[config.mk]
export PLATFORM = sky130hd
export DESIGN_NAME = mem_port_arbiter_flat
export DESIGN_NICKNAME = d
export VERILOG_FILES = /design/src/rtl/mem_port_arbiter_if.sv /design/src/rtl/mem_port_arbiter.sv /design/src/flat_wrapper.sv
export SDC_FILE = /design/constraint.sdc
export NUM_CORES = 1
export LEC_CHECK = 0
export CORE_MARGIN = 3
export CORE_UTILIZATION = 30
export CTS_CLUSTER_DIAMETER = 120
export DETAILED_ROUTE_END_ITERATION = 12
export GPL_ROUTABILITY_DRIVEN = 1
export PLACE_DENSITY = 0.67
export RECOVER_POWER = 25
export SYNTH_ARGS = -nofsm -noshare
export SYNTH_HDL_FRONTEND = slang
export SYNTH_SLANG_ARGS = --single-unit
[constraint.sdc]
create_clock -name clk -period 6.8 [get_ports clk]
set_clock_uncertainty 0.15 [all_clocks]
set_input_delay 1.7 -clock clk [delete_from_list [all_inputs] [get_ports clk]]
set_output_delay 1.7 -clock clk [all_outputs]
set_load 0.01 [all_outputs]
[src/rtl/mem_port_arbiter_if.sv]
// Bundle of the fetch, data and shared-memory bus signals around the memory port arbiter.
// The arbiter uses the slave view; the core/memory side uses the master view.
interface mem_port_arbiter_if #(
  parameter int AW = 32,
  parameter int DW = 32
);
  logic          if_req;
  logic [AW-1:0] if_addr;
  logic          if_gnt;
  logic          if_rvalid;
  logic [DW-1:0] if_rdata;
  logic          if_stall;

  logic            d_req;
  logic            d_we;
  logic [AW-1:0]   d_addr;
  logic [DW-1:0]   d_wdata;
  logic [DW/8-1:0] d_wstrb;
  logic            d_gnt;
  logic            d_rvalid;
  logic [DW-1:0]   d_rdata;
  logic            d_stall;

  logic            m_req;
  logic            m_we;
  logic [AW-1:0]   m_addr;
  logic [DW-1:0]   m_wdata;
  logic [DW/8-1:0] m_wstrb;
  logic            m_ready;
  logic            m_rvalid;
  logic [DW-1:0]   m_rdata;

  modport slave (
    input  if_req, if_addr,
    input  d_req, d_we, d_addr, d_wdata, d_wstrb,
    input  m_ready, m_rvalid, m_rdata,
    output if_gnt, if_rvalid, if_rdata, if_stall,
    output d_gnt, d_rvalid, d_rdata, d_stall,
    output m_req, m_we, m_addr, m_wdata, m_wstrb
  );

  modport master (
    output if_req, if_addr,
    output d_req, d_we, d_addr, d_wdata, d_wstrb,
    output m_ready, m_rvalid, m_rdata,
    input  if_gnt, if_rvalid, if_rdata, if_stall,
    input  d_gnt, d_rvalid, d_rdata, d_stall,
    input  m_req, m_we, m_addr, m_wdata, m_wstrb
  );
endinterface

[src/rtl/mem_port_arbiter.sv]
// Shares one single-port memory bus between instruction fetch and data access, one
// transaction at a time; data has priority, bounded by a fetch anti-starvation counter.
module mem_port_arbiter #(
  parameter int AW         = 32,
  parameter int DW         = 32,
  parameter int STARVE_MAX = 4
) (
  input logic            clk,
  input logic            rst,
  mem_port_arbiter_if.slave bus
);
  typedef enum logic [1:0] {IDLE, ISSUE, WAIT_RD} state_t;

  localparam logic [3:0] STARVE_LIM = 4'(STARVE_MAX);

  state_t          state;
  logic            owner_data;
  logic [3:0]      starve_cnt;

  logic            accept;
  logic            any_req;
  logic            data_wins;
  logic [AW-1:0]   win_addr;
  logic [DW-1:0]   win_wdata;
  logic [DW/8-1:0] win_wstrb;
  logic            win_we;

  // Fetch only overrides data priority once it has watched STARVE_MAX data grants go by.
  assign any_req   = bus.if_req | bus.d_req;
  assign data_wins = bus.d_req & (~bus.if_req | (starve_cnt < STARVE_LIM));
  assign win_addr  = data_wins ? bus.d_addr : bus.if_addr;
  assign win_wdata = data_wins ? bus.d_wdata : '0;
  assign win_wstrb = data_wins ? bus.d_wstrb : '0;
  assign win_we    = data_wins & bus.d_we;

  assign accept       = (state == ISSUE) & bus.m_ready;
  assign bus.if_gnt   = accept & ~owner_data;
  assign bus.d_gnt    = accept & owner_data;
  assign bus.if_stall = bus.if_req & ~bus.if_gnt;
  assign bus.d_stall  = bus.d_req & ~bus.d_gnt;

  always_ff @(posedge clk or posedge rst) begin
    if (rst) begin
      state         <= IDLE;
      owner_data    <= 1'b0;
      starve_cnt    <= '0;
      bus.m_req     <= 1'b0;
      bus.m_we      <= 1'b0;
      bus.m_addr    <= '0;
      bus.m_wdata   <= '0;
      bus.m_wstrb   <= '0;
      bus.if_rvalid <= 1'b0;
      bus.if_rdata  <= '0;
      bus.d_rvalid  <= 1'b0;
      bus.d_rdata   <= '0;
    end else begin
      bus.if_rvalid <= 1'b0;
      bus.d_rvalid  <= 1'b0;
      case (state)
        IDLE: begin
          if (!bus.if_req) starve_cnt <= '0;
          if (any_req) begin
            owner_data  <= data_wins;
            bus.m_req   <= 1'b1;
            bus.m_we    <= win_we;
            bus.m_addr  <= win_addr;
            bus.m_wdata <= win_wdata;
            bus.m_wstrb <= win_wstrb;
            state       <= ISSUE;
          end
        end
        ISSUE: begin
          if (bus.m_ready) begin
            bus.m_req   <= 1'b0;
            bus.m_we    <= 1'b0;
            bus.m_addr  <= '0;
            bus.m_wdata <= '0;
            bus.m_wstrb <= '0;
            if (!owner_data) begin
              starve_cnt <= '0;
            end else if (bus.if_req && (starve_cnt < STARVE_LIM)) begin
              starve_cnt <= starve_cnt + 4'd1;
            end
            state <= bus.m_we ? IDLE : WAIT_RD;
          end
        end
        WAIT_RD: begin
          if (bus.m_rvalid) begin
            if (owner_data) begin
              bus.d_rvalid <= 1'b1;
              bus.d_rdata  <= bus.m_rdata;
            end else begin
              bus.if_rvalid <= 1'b1;
              bus.if_rdata  <= bus.m_rdata;
            end
            state <= IDLE;
          end
        end
        default: state <= IDLE;
      endcase
    end
  end
endmodule
[src/flat_wrapper.sv]
// flat-port wrapper written by rule: the top's interface ports become plain ports
module mem_port_arbiter_flat 
#(
  parameter int AW         = 32,
  parameter int DW         = 32,
  parameter int STARVE_MAX = 4
)
  (clk, rst, bus_if_req, bus_if_addr, bus_d_req, bus_d_we, bus_d_addr, bus_d_wdata, bus_d_wstrb, bus_m_ready, bus_m_rvalid, bus_m_rdata, bus_if_gnt, bus_if_rvalid, bus_if_rdata, bus_if_stall, bus_d_gnt, bus_d_rvalid, bus_d_rdata, bus_d_stall, bus_m_req, bus_m_we, bus_m_addr, bus_m_wdata, bus_m_wstrb);
  mem_port_arbiter_if #(.AW(AW), .DW(DW)) bus_i ();
  input logic clk;
  input logic rst;
  input wire logic [$bits(bus_i.if_req)-1:0] bus_if_req;
  input wire logic [$bits(bus_i.if_addr)-1:0] bus_if_addr;
  input wire logic [$bits(bus_i.d_req)-1:0] bus_d_req;
  input wire logic [$bits(bus_i.d_we)-1:0] bus_d_we;
  input wire logic [$bits(bus_i.d_addr)-1:0] bus_d_addr;
  input wire logic [$bits(bus_i.d_wdata)-1:0] bus_d_wdata;
  input wire logic [$bits(bus_i.d_wstrb)-1:0] bus_d_wstrb;
  input wire logic [$bits(bus_i.m_ready)-1:0] bus_m_ready;
  input wire logic [$bits(bus_i.m_rvalid)-1:0] bus_m_rvalid;
  input wire logic [$bits(bus_i.m_rdata)-1:0] bus_m_rdata;
  output wire logic [$bits(bus_i.if_gnt)-1:0] bus_if_gnt;
  output wire logic [$bits(bus_i.if_rvalid)-1:0] bus_if_rvalid;
  output wire logic [$bits(bus_i.if_rdata)-1:0] bus_if_rdata;
  output wire logic [$bits(bus_i.if_stall)-1:0] bus_if_stall;
  output wire logic [$bits(bus_i.d_gnt)-1:0] bus_d_gnt;
  output wire logic [$bits(bus_i.d_rvalid)-1:0] bus_d_rvalid;
  output wire logic [$bits(bus_i.d_rdata)-1:0] bus_d_rdata;
  output wire logic [$bits(bus_i.d_stall)-1:0] bus_d_stall;
  output wire logic [$bits(bus_i.m_req)-1:0] bus_m_req;
  output wire logic [$bits(bus_i.m_we)-1:0] bus_m_we;
  output wire logic [$bits(bus_i.m_addr)-1:0] bus_m_addr;
  output wire logic [$bits(bus_i.m_wdata)-1:0] bus_m_wdata;
  output wire logic [$bits(bus_i.m_wstrb)-1:0] bus_m_wstrb;
  assign bus_i.if_req = bus_if_req;
  assign bus_i.if_addr = bus_if_addr;
  assign bus_i.d_req = bus_d_req;
  assign bus_i.d_we = bus_d_we;
  assign bus_i.d_addr = bus_d_addr;
  assign bus_i.d_wdata = bus_d_wdata;
  assign bus_i.d_wstrb = bus_d_wstrb;
  assign bus_i.m_ready = bus_m_ready;
  assign bus_i.m_rvalid = bus_m_rvalid;
  assign bus_i.m_rdata = bus_m_rdata;
  assign bus_if_gnt = bus_i.if_gnt;
  assign bus_if_rvalid = bus_i.if_rvalid;
  assign bus_if_rdata = bus_i.if_rdata;
  assign bus_if_stall = bus_i.if_stall;
  assign bus_d_gnt = bus_i.d_gnt;
  assign bus_d_rvalid = bus_i.d_rvalid;
  assign bus_d_rdata = bus_i.d_rdata;
  assign bus_d_stall = bus_i.d_stall;
  assign bus_m_req = bus_i.m_req;
  assign bus_m_we = bus_i.m_we;
  assign bus_m_addr = bus_i.m_addr;
  assign bus_m_wdata = bus_i.m_wdata;
  assign bus_m_wstrb = bus_i.m_wstrb;
  mem_port_arbiter #(.AW(AW), .DW(DW), .STARVE_MAX(STARVE_MAX)) u_core (.clk(clk), .rst(rst), .bus(bus_i));
endmodule
==> results.md, run 1 <==
* Area leader, netlist: dfrtp_1
* Flops & latches, synth at ~140
* Worst Setup Path Type: primary input to primary output
* # DRC at 0
* Setup TNS at 0 ns
* Top cells by area, synth: dfrtp_1, a22o_1, mux2_1, mux2_2, nand2_1
* Slew Limit Fails at around 150
* Via density at about 4.8
* Antenna viol nets, final at 0
* Post-Place Cell Area at roughly 8800 um2
* Core area at 19000 um2
* Postcts setup bufs at 0
* Most frequent cells in the layout: clkdlybuf4s50_1, dfrtp_1, a22o_1
* Simple logic cell fraction of the synthesized area at under 10%
* CTS max path bufs at 2
* Synth top area share at ~61%
* Root Driver: clkbuf_16
* Post-Syn Area at just under 6000 um2
* Placer Congestion at 0.866
* Setup violators final at 0
* Syn avg cell area at between 10 and 15 um2
* Hold_ws at about 0.33 ns
* Initial DRC count at 214
* Startpoint types: primary input
* Synth Area in Compound Gates at about 15%
* Worst setup path startpoint: bus_m_ready
* WL/cell at roughly 17 um
* Slowest-stage cell, CP: clkdlybuf4s50_1
* Worst reg2reg startpoint: u_core.state[1]$_DFFE_PP0P_
* VDD IR max at between 150 and 200 uV
* Worst r2r dst: u_core.bus.d_rdata[26]$_DFFE_PP0P_
* Initial Util at a little under a third
* HPWL Detailed at ~12000 um
* Worst slew pin tran at ~3.6 ns
* Port buffer count at about 280
* Multiplexer share of the synthesized area at 12.5%
* Final hold vios at 0
* Syn Nets at 589
* Crit-path max cell delay at between 0.6 and 0.7 ns
* Crit path DAT at about 3.4 ns
* Status: complete, but fails checks
* Library cells used by synthesis at 35
* Maximum clock frequency at approximately 190 MHz
* Post-CTS sizing at 0
* Post-route cell area at 9420 um2
* Layout cell share with drive strength beyond 1 at about a tenth
* WP data required at a little under 5 ns
* I/O pin total at between 200 and 300
* Die Y at between 100 and 150 um
* Pre-antenna DRT Iters at 4
* Crit path time final at around 5.2 ns
* Reg2reg setup slack at 3.35 ns
* Bufs and invs on worst path at 2
* First-pass GRT wire length at 27600 um
* H-tree depth at 4
* Worst path cell trace: dlygate4sd3_1, nand2_1, nor3_1, clkdlybuf4s50_1
* Die area at ~21000 um2
* Area Growth Syn to Fin at 61.0%
* Worst slew margin at -143%
* Critical Path End Type: primary output
* Insertion delay to the later sink of the worst-skew pair at about 0.4 ns
* Final net count at 856
* Adder-Cell Fraction of Synth Area at 0.214%
* GRT Util Overall at about 16%
* Ys Warns at 0
* Reg2Reg Depth at 2
* Crit path to: bus_if_gnt
* Largest net degree at the start of global routing at 86
* # hold bufs at CTS at 0
* Max-Cap Viols at 3
* P_leak at slightly above 4 nW
* Critical path depth at 4
* Clock Sinks at 143
* Pwr Density at between 400 and 500 nW/um2
* Mapped Cells at 449
* RSZ-0062 raised after global routing: false
* # rows at 50
* GRT overflow at 0
* Delay-heaviest family, CP: buffers and inverters
* Vias in the first global route at just over 5000
* CTS tree: done
* Total CTS buffers at 17
* Failing checks: max-capacitance violations, max-slew violations
* Xor and xnor area share after synthesis at 0%
* Initial antenna violation count at 1
* Most common cell after layout, fill and taps aside: clkdlybuf4s50_1
* Period Utilization, post-route at about three quarters
* Routed wire length at between 15000 and 20000 um
* Worst hold-check path type: flip-flop to flip-flop
* Vias after detailed routing at ~4700
* Largest family of logic cells by synthesized area: compound AO/OA/AOI/OAI gates
* Clk slew on worst S/H paths at ~0.060 ns
* Seq/Total Area, Yosys at roughly 60%
* Worst-path maximum fanout at 5
* Die width at about 150 um
==> state kept, by name (all words and copies together) (netlist names) <==
signal / flops
u_core.bus.d_rdata: 32
u_core.bus.d_rvalid: 1
u_core.bus.if_rdata: 32
u_core.bus.if_rvalid: 1
u_core.bus.m_addr: 32
u_core.bus.m_req: 1
u_core.bus.m_wdata: 32
u_core.bus.m_we: 1
u_core.bus.m_wstrb: 4
u_core.owner_data: 1
u_core.starve_cnt: 4
u_core.state: 2
==> cell usage after synthesis <==
master     instances
buf_2             16
buf_4              1
nor2_2             1
o21ai_0            2
a21o_1             1
and3b_1            2
or2_1              1
nand2b_4           1
o32ai_1            1
nand4b_4           1
nor3b_2            1
mux2_1            41
dfrtp_1          143
o21a_1             1
nand4_1            1
inv_1              4
mux2_2            24
a211o_1            1
nor2_1             2
nor2b_1            3
a22o_1            70
nand2_1           66
nor3b_4            1
a2bb2oi_1          1
nor3_1             4
ha_1               1
clkbuf_1          14
o22ai_1           33
and2_1             1
a2111oi_2          1
buf_1              2
or3b_1             1
a211oi_1           1
a221o_1            1
buf_6              4
==> stage by stage <==
stage | power [W] | worst slack, ns | utilization (%) | cells
final | 0.00413 | 1.58 | 49.7 | 990
after global routing | 0.00438 | 1.17 | 49.7 | 990
after CTS | 0.00421 | 1.67 | 49.8 | 989
after detailed placement | 0.00322 | 1.67 | 46.6 | 957
after global placement | 0.00317 | 1.67 | 46.6 | 957
after floorplan | 0.00220 | 1.11 | - | 449
==> area by class of cell <==
| cell class | count | area, um2 |
|---|---|---|
| well taps | 260 | 325 |
| inverters | 4 | 16.3 |
| fillers | 1691 | 9540 |
| clock inverters | 15 | 184 |
| multi-input cells | 265 | 2050 |
| flip-flops and latches | 143 | 3580 |
| repair buffers | 285 | 2830 |
| diodes | 1 | 2.50 |
| clock buffers | 17 | 425 |
==> how the worst min path moves through the flow <==
stage                                        from                                 end  slack, ns  cells after the start
2_1_floorplan    u_core.starve_cnt[1]$_DFFE_PP0P_    u_core.starve_cnt[1]$_DFFE_PP0P_       0.32                      1
3_3_place_gp   u_core.bus.if_rdata[9]$_DFFE_PP0P_  u_core.bus.if_rdata[9]$_DFFE_PP0P_       0.32                      1
3_5_place_dp   u_core.bus.if_rdata[8]$_DFFE_PP0P_  u_core.bus.if_rdata[8]$_DFFE_PP0P_       0.32                      1
4_1_cts        u_core.bus.if_rdata[8]$_DFFE_PP0P_  u_core.bus.if_rdata[8]$_DFFE_PP0P_       0.34                      1
5_1_grt        u_core.bus.if_rdata[0]$_DFFE_PP0P_  u_core.bus.if_rdata[0]$_DFFE_PP0P_       0.35                      1
6_report       u_core.bus.if_rdata[9]$_DFFE_PP0P_  u_core.bus.if_rdata[9]$_DFFE_PP0P_       0.33                      1
==> cell families (layout without fill, tap and decap cells) <==
group | count (synthesis) | in the layout
compound gates | 113 | 113
fa+ha+maj | 1 | 1
buf+inv | 41 | 321
flops | 143 | 143
mux | 65 | 65
other cells | 0 | 1
simple gates | 86 | 86
==> layer usage <==
layer  global-route usage [%]  share of wire, %  wire [um]
met5                        0                 0          0
met4                     4.37               1.3        229
met3                     5.89               6.6       1130
met2                     27.2                50       8470
met1                     19.4                42       7250
==> power breakdown <==
part | total, W | switching, W | internal [W]
registers | 0.00148 | 0.000245 | 0.00123
logic | 0.00170 | 0.000698 | 0.000998
clock network | 0.000955 | 0.000372 | 0.000583
total | 0.00413 | 0.00132 | 0.00282
Note: power is estimated with default switching activity, not from simulation.
==> run 2: changes to the inputs <==
==> constraint.sdc (replaced) <==
create_clock -name clk -period 5 [get_ports clk]
set_clock_uncertainty 0.15 [all_clocks]
set_input_delay 1.25 -clock clk [delete_from_list [all_inputs] [get_ports clk]]
set_output_delay 1.25 -clock clk [all_outputs]
set_load 0.01 [all_outputs]
==> run 2 against run 1 <==
Against the previous run:
- sequential share of layout area barely moved
- critical path type unchanged
- the flow still finishes with violations (max-capacitance violations, max-slew violations)
- combinational power rose by 35%
- count of clock-buffer cells in the layout rose by 4
==> results.md, run 2 (same netlist as run 1, synthesis figures left out) <==
* Core area at 19000 um2 (unchanged)
* # DRC at 0 (unchanged)
* GRT overflow at 0 (unchanged)
* Clk slew on worst S/H paths at 0.06 ns (about the same)
* Crit path DAT at 3.01 ns (-0.36 ns)
* CTS max path bufs at 2 (unchanged)
* Post-Place Cell Area at 8840 um2 (+0.16%)
* Pre-antenna DRT Iters at 4 (unchanged)
* Startpoint types: primary input
* Pwr Density at 593 nW/um2 (+35%)
* Initial antenna violation count at 1 (unchanged)
* Final net count at 858 (+0.23%)
* HPWL Detailed at 12600 um (+1.5%)
* Status: complete, but fails checks
* Initial Util at 30.9% (unchanged)
* Crit path time final at 4.41 ns
* Routed wire length at 17300 um (+1.2%)
* Via density at 4.79 (+0.56%)
* Most frequent cells in the layout: clkdlybuf4s50_1, dfrtp_1, a22o_1
* Largest net degree at the start of global routing at 95 (+10%)
* Setup violators final at 0 (unchanged)
* Worst hold-check path type: flip-flop to flip-flop
* Die Y at 146 um (unchanged)
* Most common cell after layout, fill and taps aside: clkdlybuf4s50_1
* Critical Path End Type: primary output
* Maximum clock frequency at around 230 MHz
* Post-CTS sizing at 0 (unchanged)
* Die width at 146 um (unchanged)
* Layout cell share with drive strength beyond 1 at 9.32% (-0.15 points)
* WP data required at 3.60 ns (-1.35 ns)
* Vias after detailed routing at 4746 (+0.66%)
* Worst Setup Path Type: primary input to primary output
* Final hold vios at 0 (unchanged)
* # hold bufs at CTS at 0 (unchanged)
* GRT Util Overall at 16.1% (+0.065 points)
* Placer Congestion at 0.785 (-9.4%)
* Slew Limit Fails at 219 (+42%)
* Period Utilization, post-route at approximately nine tenths
* I/O pin total at 279 (unchanged)
* # rows at 50 (unchanged)
* Fin util at 49.7% (about the same)
* CTS tree: done
* P_leak at 4.13 nW (+0.58%)
* Max-Cap Viols at 4 (+1)
* WL/cell at 17.4 um (+1.1%)
* Root Driver: clkbuf_16
* Clock Sinks at 143 (unchanged)
* RSZ-0062 raised after global routing: false
* Area Growth Syn to Fin at 61.2% (about the same)
* Vias in the first global route at 5048 (-0.86%)
* VDD IR max at 263 uV (+47%)
* Antenna viol nets, final at 0 (unchanged)
* Post-route cell area at 9430 um2 (about the same)
* H-tree depth at 4 (unchanged)
* Die area at 21200 um2 (unchanged)
* Insertion delay to the later sink of the worst-skew pair at 0.40 ns (about the same)
* Worst slew pin tran at 2.68 ns (-0.944 ns)
* First-pass GRT wire length at 27600 um (about the same)
* Initial DRC count at 144 (-33%)
* Port buffer count at 278 (unchanged)
* Worst slew margin at -78.8% (+64 points)
* Failing checks: max-capacitance violations, max-slew violations
* Setup TNS at 0 ns (unchanged)
* Worst-path maximum fanout at 5 (unchanged)
* Total CTS buffers at 17 (unchanged)
* Postcts setup bufs at 0 (unchanged)
## run 2: worst paths after layout
kind | startpoint | end | slack [ns] | cells past startpoint
setup / recovery | bus_m_ready | bus_if_gnt | 0.59 | 4
hold / removal | u_core.bus.if_rdata[5]$_DFFE_PP0P_ | u_core.bus.if_rdata[5]$_DFFE_PP0P_ | 0.33 | 1
setup reg to reg | u_core.state[1]$_DFFE_PP0P_ | u_core.bus.d_rdata[24]$_DFFE_PP0P_ | 1.50 | 2
hold reg to reg | u_core.bus.if_rdata[5]$_DFFE_PP0P_ | u_core.bus.if_rdata[5]$_DFFE_PP0P_ | 0.33 | 1
max in group asynchronous | rst | u_core.bus.d_rdata[8]$_DFFE_PP0P_ | 0.97 | 3
min in group asynchronous | rst | u_core.bus.m_we$_DFFE_PP0P_ | 2.03 | 3
## run 2: stage by stage
step           setup WS, ns  hold WS (ns)  std cells  power, W
2_1_floorplan          1.68         0.320        449   0.00299
3_3_place_gp          0.686         0.317        959   0.00432
3_5_place_dp          0.693         0.325        959   0.00438
4_1_cts               0.688         0.338        990   0.00572
5_1_grt               0.407         0.354        991   0.00591
6_report              0.589         0.329        991   0.00559
## run 2: layer usage
metal / GRT usage (%) / vias to the layer above / routed length [um]
met5: 0 / - / 0
met4: 4.65 / 0 / 253
met3: 6.26 / 19 / 1320
met2: 27.2 / 220 / 8640
met1: 19.2 / 2319 / 7070
li1: - / 2188 / -
## run 2: power breakdown
group / internal (W) / leakage (nW) / switching (W)
combinational: 0.00134 / 2.00 / 0.000950
sequential: 0.00168 / 1.83 / 0.000326
clock: 0.000821 / 0.299 / 0.000478
total: 0.00384 / 4.13 / 0.00175
## run 2: final cells by class
class | instances | area, um2
flip-flops and latches | 143 | 3580
clock inverters | 10 | 135
inverters | 4 | 18.8
multi-input cells | 265 | 2050
fillers | 1664 | 9530
well taps | 260 | 325
diodes | 1 | 2.50
repair buffers | 287 | 2840
clock buffers | 21 | 470
## run 2: worst max-delay path, cell delays in order
cell,delay [ns]
dlygate4sd3_1,0.57
nand2_1,0.14
nor3_1,0.41
clkdlybuf4s50_1,0.64
